`src/rtl/div_32_if.sv`:
```
// Request/result bundle between the EX stage and the iterative divider.
// DIV_SIGNED_EN adds the is_signed request bit.
interface div_32_if #(parameter int WIDTH = 32);
  logic             start;
  logic [WIDTH-1:0] dividend;
  logic [WIDTH-1:0] divisor;
`ifdef DIV_SIGNED_EN
  logic             is_signed;
`endif
  logic             busy;
  logic             done;
  logic [WIDTH-1:0] quotient;
  logic [WIDTH-1:0] remainder;
  logic             div_zero;

  modport master (
    output start, dividend, divisor,
`ifdef DIV_SIGNED_EN
    output is_signed,
`endif
    input  busy, done, quotient, remainder, div_zero
  );

  modport slave (
    input  start, dividend, divisor,
`ifdef DIV_SIGNED_EN
    input  is_signed,
`endif
    output busy, done, quotient, remainder, div_zero
  );
endinterface

```
`src/rtl/div_32.sv`:
```
// Restoring shift-and-subtract divider, one quotient bit per clock.
// Define DIV_SIGNED_EN to add two's-complement operation via is_signed.
//
// state  | meaning
// IDLE   | waiting for start; outputs hold the last result
// CALC   | WIDTH iterations of shift / trial-subtract
// FINISH | sign fix-up, load results, pulse done
module div_32 #(
  parameter int WIDTH = 32
) (
  input  logic     clk,
  input  logic     rst_n,
  div_32_if.slave  div_io
);
  localparam int CW = $clog2(WIDTH);

  typedef enum logic [1:0] {IDLE, CALC, FINISH} state_t;

  state_t           state_q;
  logic [WIDTH-1:0] rem_q, dvd_q, dsr_q;
  logic [WIDTH-1:0] quot_q, remo_q;
  logic [CW-1:0]    cnt_q;
  logic             busy_q, done_q, div_zero_q, dz_q;

  logic [WIDTH:0]   rem_sh, trial;
  logic [WIDTH-1:0] a_abs, b_abs, q_fix, r_fix;

  assign rem_sh = {rem_q, dvd_q[WIDTH-1]};
  assign trial  = rem_sh - {1'b0, dsr_q};

`ifdef DIV_SIGNED_EN
  logic a_neg, b_neg, neg_q, rneg_q;
  assign a_neg = div_io.is_signed & div_io.dividend[WIDTH-1];
  assign b_neg = div_io.is_signed & div_io.divisor[WIDTH-1];
  assign a_abs = a_neg ? -div_io.dividend : div_io.dividend;
  assign b_abs = b_neg ? -div_io.divisor  : div_io.divisor;
  assign q_fix = neg_q  ? -dvd_q : dvd_q;
  assign r_fix = rneg_q ? -rem_q : rem_q;
`else
  assign a_abs = div_io.dividend;
  assign b_abs = div_io.divisor;
  assign q_fix = dvd_q;
  assign r_fix = rem_q;
`endif

  always_ff @(posedge clk or negedge rst_n) begin
    if (!rst_n) begin
      state_q    <= IDLE;
      rem_q      <= '0;
      dvd_q      <= '0;
      dsr_q      <= '0;
      quot_q     <= '0;
      remo_q     <= '0;
      cnt_q      <= '0;
      busy_q     <= 1'b0;
      done_q     <= 1'b0;
      div_zero_q <= 1'b0;
      dz_q       <= 1'b0;
`ifdef DIV_SIGNED_EN
      neg_q      <= 1'b0;
      rneg_q     <= 1'b0;
`endif
    end else begin
      done_q <= 1'b0;
      case (state_q)
        IDLE: begin
          if (div_io.start) begin
            busy_q     <= 1'b1;
            div_zero_q <= 1'b0;
            cnt_q      <= '0;
            if (div_io.divisor == '0) begin
              // raw dividend parked in the shift register becomes the remainder
              dz_q    <= 1'b1;
              dvd_q   <= div_io.dividend;
              state_q <= FINISH;
            end else begin
              dz_q    <= 1'b0;
              rem_q   <= '0;
              dvd_q   <= a_abs;
              dsr_q   <= b_abs;
`ifdef DIV_SIGNED_EN
              neg_q   <= a_neg ^ b_neg;
              rneg_q  <= a_neg;
`endif
              state_q <= CALC;
            end
          end
        end
        CALC: begin
          dvd_q <= {dvd_q[WIDTH-2:0], ~trial[WIDTH]};
          rem_q <= trial[WIDTH] ? rem_sh[WIDTH-1:0] : trial[WIDTH-1:0];
          cnt_q <= cnt_q + CW'(1);
          if (cnt_q == CW'(WIDTH - 1))
            state_q <= FINISH;
        end
        FINISH: begin
          // divide-by-zero spends one extra cycle here so done lands at E0+2
          if (dz_q && cnt_q == '0) begin
            cnt_q <= CW'(1);
          end else begin
            busy_q  <= 1'b0;
            done_q  <= 1'b1;
            state_q <= IDLE;
            if (dz_q) begin
              quot_q     <= '1;
              remo_q     <= dvd_q;
              div_zero_q <= 1'b1;
            end else begin
              quot_q     <= q_fix;
              remo_q     <= r_fix;
            end
          end
        end
        default: state_q <= IDLE;
      endcase
    end
  end

  assign div_io.busy      = busy_q;
  assign div_io.done      = done_q;
  assign div_io.quotient  = quot_q;
  assign div_io.remainder = remo_q;
  assign div_io.div_zero  = div_zero_q;
endmodule

```
`src/flat_wrapper.sv`:
```
// flat-port wrapper written by rule: the top's interface ports become plain ports
module div_32_flat 
#(
  parameter int WIDTH = 32
)
  (clk, rst_n, div_io_start, div_io_dividend, div_io_divisor, div_io_busy, div_io_done, div_io_quotient, div_io_remainder, div_io_div_zero);
  div_32_if #(.WIDTH(WIDTH)) div_io_i ();
  input  logic clk;
  input  logic rst_n;
  input wire logic [$bits(div_io_i.start)-1:0] div_io_start;
  input wire logic [$bits(div_io_i.dividend)-1:0] div_io_dividend;
  input wire logic [$bits(div_io_i.divisor)-1:0] div_io_divisor;
  output wire logic [$bits(div_io_i.busy)-1:0] div_io_busy;
  output wire logic [$bits(div_io_i.done)-1:0] div_io_done;
  output wire logic [$bits(div_io_i.quotient)-1:0] div_io_quotient;
  output wire logic [$bits(div_io_i.remainder)-1:0] div_io_remainder;
  output wire logic [$bits(div_io_i.div_zero)-1:0] div_io_div_zero;
  assign div_io_i.start = div_io_start;
  assign div_io_i.dividend = div_io_dividend;
  assign div_io_i.divisor = div_io_divisor;
  assign div_io_busy = div_io_i.busy;
  assign div_io_done = div_io_i.done;
  assign div_io_quotient = div_io_i.quotient;
  assign div_io_remainder = div_io_i.remainder;
  assign div_io_div_zero = div_io_i.div_zero;
  div_32 #(.WIDTH(WIDTH)) u_core (.clk(clk), .rst_n(rst_n), .div_io(div_io_i));
endmodule
```
`config.mk`:
```
export PLATFORM = sky130hd
export DESIGN_NAME = div_32_flat
export DESIGN_NICKNAME = d
export VERILOG_FILES = /design/src/rtl/div_32_if.sv /design/src/rtl/div_32.sv /design/src/flat_wrapper.sv
export SDC_FILE = /design/constraint.sdc
export NUM_CORES = 1
export LEC_CHECK = 0
export ABC_CLOCK_PERIOD_IN_PS = 3600
export BUFFER_PORTS_ARGS = -buffer_cell sky130_fd_sc_hd__buf_2
export CAP_MARGIN = 15
export CORE_MARGIN = 10
export CORE_UTILIZATION = 58
export CTS_CLUSTER_SIZE = 14
export DETAILED_ROUTE_END_ITERATION = 7
export PLACE_DENSITY = 0.89
export SYNTH_ARGS = -nofsm -noshare
export SYNTH_HDL_FRONTEND = slang
export SYNTH_SLANG_ARGS = --single-unit
```
`constraint.sdc`:
```
create_clock -name clk -period 3.6 [get_ports clk]
set_input_delay 0.18 -clock clk [delete_from_list [all_inputs] [get_ports clk]]
set_output_delay 0.18 -clock clk [all_outputs]
set_load 0.1 [all_outputs]
```
==> summary.txt, run 1 <==
Run status
  – Status: completed

STA
  – Fin crit share: ~93%
  – Setup TNS: 0 ps
  – Max Slew Vio Count: 0
  – Final Setup Violations: 0
  – RSZ-0062 raised after global routing: false
  – Worst clock skew: 9.38 ps
  – Relative slew slack: a little over a third
  – Tmin final: 3360 ps
  – Final hold viol count: 0
  – Fmax: 0.298 GHz
  – Worst-Margin Slew: a little under 1000 ps
  – Worst setup margin: ~240 ps

Pwr
  – Logic pwr share: between 50% and 60%
  – Pwr Density: a little under 900 nW/um^2
  – Flop pwr share: 31.3%
  – Pint: 0.00485 W
  – Maximum vdd drop: about 0.75 mV
  – Static Leakage: ~5.2 nW
  – Net Sw Frac: 49.7%
  – Clock power share: 18.2%
  – Switch Pwr: just under 0.005 W

Global route
  – First-pass GRT wire length: between 30000 and 40000 um
  – Grt total ovfl: 0
  – Largest net degree at the start of global routing: around 100
  – Initial antenna violation count: 0
  – Number of global-route vias before repair: 7625
  – Global-route usage over all layers: a little over a fifth

Final layout
  – P&R area growth vs syn: 16.5%
  – Fraction of layout cells with a size suffix above 1: 21.5%
  – ANT cells: 0
  – Post-Layout Cell Count: approximately 1300
  – Layout Nets: roughly 1200
  – Final core occ: between 60 and 70%
  – Fillers: about 1200

Setup path
  – CP Data Arrival Time: between 3000 and 4000 ps
  – R2r endpoint: u_core.r_fix[13]$_DFFE_PN0P_
  – R2R Path Start: u_core.dvd_q[31]$_DFFE_PN0P_
  – Critical Path Source Type: register
  – R2R cell count: 14
  – FF-to-FF setup slack: roughly 240 ps
  – Maximum fanout along the worst path: between 50 and 60
  – Worst EP required: a little under 4000 ps
  – Setup crit end kind: register
  – Crit Path Category: register to register

Synthesis
  – Largest area contributor in the netlist: dfrtp_1
  – Ys Warns: 0
  – Average size of a mapped cell: 9.65 sq um
  – Net Count, Synth: 1092
  – Synth Instances: slightly below 1000
  – Yosys top cell area share: approximately 45%
  – Yosys reg bits: roughly 170
  – Ranking of synthesized cells by area: dfrtp_1 45%, mux2i_1 7.0%, o21ai_0 6.4%, nand2_1 6.0%, ha_1 5.0%
  – Synth Flop Type: dfrtp_1
  – Ys async rst share: between 90% and 100%
  – Part of the Yosys area used for sequential elements: 45.0%
  – Cell Area, Synth: around 9500 sq um
  – Number of flops mapped to enable cells by yosys: 0
  – Post-synth cell types: 67

CTS
  – Root buffer cell: clkbuf_16
  – CTS Buf Count: 17
  – Clock slew at reported path FFs: around 60 ps
  – Clock tree buffer depth: 2
  – H-Tree Depth: 4
  – Gates resized, CTS repair: 0
  – TritonCTS clock tree: yes
  – Clk_lat worst skew: approximately 430 ps
  – Cts hold-fix bufs: 22
  – Setup Buffers After CTS: 0
  – # clock sinks: 171

Hold path
  – HP Start: div_io_divisor[3]
  – Worst Hold Depth: 2
  – WHS Endpoint: u_core.dsr_q[3]$_DFFE_PN0P_
  – Worst hold path class: primary input to register

Run
  – Max_cap viols: 0

Die
  – FP Rows: 46
  – Chip width: ~150 um
  – Initial Utilization: roughly three fifths
  – Core area: 16000 sq um
  – Die area: approximately 22000 sq um
  – I/O pin count: 134
  – Die H: about 150 um

Placement
  – Number of port buffers: about 130
  – Post-DP HPWL: 17600 um
  – Gpl congestion: roughly 0.94
  – Place WS: between 300 and 400 ps
  – Placed Cells incl. Taps: ~1300

Detailed routing
  – Vias per inst: roughly 5.9
  – WL final: between 20000 and 25000 um
  – Initial drt markers: between 800 and 900
  – Wire length per cell: 18.0 um
  – Antenna Violating Nets Remaining: 0
  – First-pass detailed-route iteration total: 5
  – Via count: 7915
  – Drc violations: 0
==> sequential cells by signal, summed over array words and instances, names as in the netlist, 2 cells and up <==
name,cells
u_core.dsr_q,32
u_core.state_q,2
u_core.cnt_q,5
u_core.dvd_q,32
u_core.div_io.quotient,32
u_core.div_io.remainder,32
u_core.r_fix,32
==> final cells by class <==
cell class / instances / area, sq um / area share [%]
Clock buffer: 19 / 443 / 4.00
Clock inverter: 12 / 114 / 1.03
Inverter: 45 / 169 / 1.52
Multi-Input combinational cell: 710 / 4810 / 43.4
Sequential cell: 171 / 4280 / 38.6
Tap cell: 216 / 270 / 2.44
Timing Repair Buffer: 168 / 1000 / 9.04
==> synth_stat cells, types with 5 or more instances <==
master / n
nand2_1: 152
xnor2_1: 15
nor3_1: 6
o21a_1: 5
nor4_1: 8
xor2_1: 12
nand4_1: 19
mux2i_1: 67
mux2_2: 34
buf_6: 6
a21oi_1: 24
nand2b_1: 8
or2_2: 5
and2_1: 7
a21o_1: 19
nor2_1: 49
o21ai_0: 121
a211oi_1: 6
o311ai_2: 11
inv_1: 45
a31oi_1: 6
ha_1: 38
o311ai_1: 9
nand3_1: 31
dfrtp_1: 171
clkbuf_1: 50
==> per-layer routing <==
metal	GRT usage, %	wire, um	vias to the layer above
li1	-	-	3754
met1	30.3	11000	3800
met2	33.1	10900	331
met3	4.70	1930	30
met4	6.54	322	0
met5	0	0	-
==> worst max-delay path, stage by stage (launching register included) <==
cell and delay [ps]:
dfrtp_1 430, inv_1 80, ha_1 160, inv_1 50, fa_1 400, a21o_1 220, a221oi_2 290, or3_4 190
a21oi_2 70, o311ai_2 400, nand2_4 170, xnor2_4 200, buf_12 280, nand4_1 170, o311ai_2 130
==> cells in the final DEF (no fill, tap or decap), types with 7 or more instances in the layout <==
master	synthesis	routed
nor4_1	8	8
nand4_1	19	19
o311ai_1	9	9
xnor2_1	15	15
o311ai_2	11	11
mux2_2	34	34
ha_1	38	37
inv_1	45	45
buf_4	0	12
dfrtp_1	171	170
o21ai_0	121	121
xor2_1	12	12
mux2i_1	67	67
buf_2	2	132
dlygate4sd3_1	0	22
clkbuf_16	0	17
a21o_1	19	19
nor2_1	49	49
nand2b_1	8	7
nand3_1	31	31
a21oi_1	24	24
nand2_1	152	152
==> how the worst max path moves through the flow <==
| stage | start | end | slack, ps | cells past startpoint |
|---|---|---|---|---|
| 6_report | u_core.dvd_q[31]$_DFFE_PN0P_ | u_core.r_fix[13]$_DFFE_PN0P_ | 240 | 14 |
| 5_1_grt | u_core.dvd_q[31]$_DFFE_PN0P_ | u_core.r_fix[5]$_DFFE_PN0P_ | 30 | 13 |
| 4_1_cts | u_core.dvd_q[31]$_DFFE_PN0P_ | u_core.r_fix[7]$_DFFE_PN0P_ | 250 | 13 |
| 3_5_place_dp | u_core.dvd_q[31]$_DFFE_PN0P_ | u_core.r_fix[13]$_DFFE_PN0P_ | 330 | 14 |
| 3_3_place_gp | u_core.dvd_q[31]$_DFFE_PN0P_ | u_core.r_fix[26]$_DFFE_PN0P_ | 480 | 14 |
| 2_1_floorplan | u_core.dvd_q[31]$_DFFE_PN0P_ | u_core.r_fix[28]$_DFFE_PN0P_ | 640 | 13 |
==> kinds of logic (layout without fill, tap and decap cells) <==
group	after synthesis	after routing	share of synthesized area (%)
multiplexers	101	101	11.1
buffers and inverters	105	244	4.64
flip-flops	171	171	45.0
adder cells (fa/ha/maj)	39	39	5.21
XOR/XNOR	29	29	3.06
AO/OA/AOI/OAI	235	235	16.4
AND/OR/NAND/NOR	306	306	14.7
==> metrics by stage <==
stage          instance area (sq um)  total power (W)  hold slack [ps]
2_1_floorplan                   9520          0.00683             -116
3_3_place_gp                   10300          0.00770              362
3_5_place_dp                   10300          0.00785              360
4_1_cts                        11100          0.00964             2.10
5_1_grt                        11100           0.0102             9.64
6_report                       11100          0.00965             10.9
==> power by group through the flow <==
| stage | Combinational, W | Sequential, W | Clock, W |
|---|---|---|---|
| floorplan | 0.00244 | 0.00439 | 0 |
| global placement | 0.00470 | 0.00300 | 0 |
| detailed placement | 0.00481 | 0.00304 | 0 |
| CTS | 0.00486 | 0.00301 | 0.00177 |
| global route | 0.00528 | 0.00309 | 0.00186 |
| finish | 0.00487 | 0.00302 | 0.00176 |
(Power assumes the default switching activity.)
==> run 2: changes to the inputs <==
Settings changed: PLACE_DENSITY 0.89 to 0.81.
==> run 2 against run 1 <==
Total power decreased by 0.59%. Die area is the same. Via count fell by 1.4%. Final area about the same. Cell count down 0.30%. Global-route usage rose by 0.10 points. Critical endpoint is now u_core.r_fix[7]$_DFFE_PN0P_. Largest cell class unchanged. Largest power group unchanged. Highest routed layer unchanged.
==> summary.txt, run 2 (synthesis gave the netlist of run 1 again) <==
Setup path
  – CP dominant cell by count: inv_1
  – CP Data Arrival Time: 3620 ps
  – Critical Path Source Type: register
  – Setup crit end kind: register
  – Crit-path cells: inv_1 > ha_1 > inv_1 > fa_1 > a21o_1 > a221oi_2 > or3_4 > a21oi_2 > o311ai_2 > nand2_4 > xnor2_4 > buf_12 > o311ai_0
  – Worst EP required: 3910 ps
  – CP max stage delay: roughly 430 ps
  – Slowest stage cell, crit path: dfrtp_1
  – Crit Path Category: register to register
  – Maximum fanout along the worst path: 55

Final layout
  – Most frequent cells in the layout: 170 x dfrtp_1, 152 x nand2_1, 132 x buf_2
  – Fraction of layout cells with a size suffix above 1: around a fifth
  – Final core occ: between 60% and 70%
  – Layout Nets: 1218
  – Fillers: 1265
  – ANT cells: 0
  – Multi-input combinational cell area: 4810 sq um
  – P&R area growth vs syn: 16.4%
  – Most common library cell in the layout ignoring fill and taps: dfrtp_1
  – Register area: around 4300 sq um

CTS
  – # clock sinks: 171
  – CTS Buf Count: 17
  – Root buffer cell: clkbuf_16
  – H-Tree Depth: 4
  – Clk_lat worst skew: between 400 and 500 ps
  – Clock tree buffer depth: 2
  – Clock slew at reported path FFs: ~60 ps
  – Setup Buffers After CTS: 0
  – TritonCTS clock tree: yes

STA
  – Max Slew Vio Count: 0
  – Worst-Margin Slew: 991 ps
  – Setup TNS: 0 ps
  – Final hold viol count: 0
  – Final Setup Violations: 0
  – Tmin final: roughly 3300 ps
  – RSZ-0062 raised after global routing: false
  – Worst clock skew: roughly 6.5 ps
  – Hold WS: between 5 and 6 ps
  – Relative slew slack: 33.9%
  – Fmax: 0.302 GHz
  – Fin crit share: a little over 90%

Die
  – Core area: roughly 16000 sq um
  – Die H: 148 um
  – I/O pin count: 134
  – Initial Utilization: 59.5%
  – Die area: between 20000 and 25000 sq um
  – FP Rows: 46
  – Chip width: roughly 150 um

Pwr
  – Pwr Density: between 800 and 900 nW/um^2
  – Maximum vdd drop: 0.780 mV
  – Static Leakage: approximately 5.2 nW

Detailed routing
  – Initial drt markers: 622
  – First-pass detailed-route iteration total: 5
  – Vias per inst: between 5 and 6
  – Wire length per cell: 17.9 um
  – WL final: between 20000 and 25000 um
  – Antenna Violating Nets Remaining: 0
  – Via count: between 7000 and 8000
  – Drc violations: 0

Global route
  – Number of global-route vias before repair: ~7600
  – Initial antenna violation count: 0
  – Grt total ovfl: 0
  – Global-route usage over all layers: 21.8%
  – Largest net degree at the start of global routing: 92
  – First-pass GRT wire length: 39100 um

Placement
  – Number of port buffers: between 100 and 150
  – Gpl congestion: a little under 0.9
  – Post-DP HPWL: approximately 17000 um

Run
  – Max_cap viols: 0

Run status
  – Status: completed

Hold path
  – Worst hold path class: primary input to register
[run 2: what timing repair did]
| action | 4_1_cts | 5_1_grt |
|---|---|---|
| endpoints found under the setup margin | 0 | 0 |
| resized for setup | 0 | 0 |
| hold buffers | 25 | 0 |
| hold endpoints to repair | 114 | 0 |
[run 2: final cells by class]
cell class / count / share of cell area, %
timing repair buffer: 167 / 9.16
clock inverter: 10 / 0.881
sequential: 171 / 38.6
inverter: 45 / 1.52
tap: 216 / 2.44
clock buffer: 18 / 3.96
multi-input combinational: 710 / 43.4
[run 2: critical path, delay by kind of cell, from the launching register on]
family | cells | cell delay [ps]
flops | 1 | 430
buf+inv | 3 | 350
simple gates | 2 | 350
xor+xnor | 1 | 170
fa+ha+maj | 2 | 580
compound gates | 5 | 1300
[run 2: worst paths after layout]
path	from	end	slack [ps]	cells after the start
setup / recovery	u_core.dvd_q[31]$_DFFE_PN0P_	u_core.r_fix[7]$_DFFE_PN0P_	290	13
hold / removal	div_io_divisor[21]	u_core.dsr_q[21]$_DFFE_PN0P_	6	2
setup reg to reg	u_core.dvd_q[31]$_DFFE_PN0P_	u_core.r_fix[7]$_DFFE_PN0P_	290	13
hold reg to reg	u_core.div_io.quotient[25]$_DFFE_PN0P_	u_core.div_io.quotient[25]$_DFFE_PN0P_	470	2
max in group asynchronous	rst_n	u_core.dvd_q[22]$_DFFE_PN0P_	2300	3
min in group asynchronous	rst_n	u_core.dsr_q[11]$_DFFE_PN0P_	400	2
[run 2: through the flow]
step / cells / setup slack (ps) / power, W / cell area [sq um]
final: 1337 / 285 / 0.00959 / 11100
after global routing: 1337 / 24.9 / 0.0102 / 11100
after CTS: 1337 / 283 / 0.00959 / 11100
after detailed placement: 1284 / 305 / 0.00784 / 10300
after global placement: 1284 / 462 / 0.00772 / 10300
after floorplan: 986 / 636 / 0.00683 / 9520
[run 2: layer usage]
| metal | wire length (um) | part of all wire, % | global-route usage (%) |
|---|---|---|---|
| met2 | 10500 | 44 | 33.1 |
| met5 | 0 | 0 | 0 |
| met3 | 1790 | 7.5 | 4.52 |
| met1 | 11300 | 47 | 31.0 |
| met4 | 303 | 1.3 | 6.10 |
[run 2: where the power goes]
part / internal, W / switching [W] / leakage [nW]
clock: 0.000957 / 0.000770 / 0.256
sequential: 0.00254 / 0.000485 / 2.22
combinational: 0.00133 / 0.00351 / 2.76
total: 0.00483 / 0.00477 / 5.23
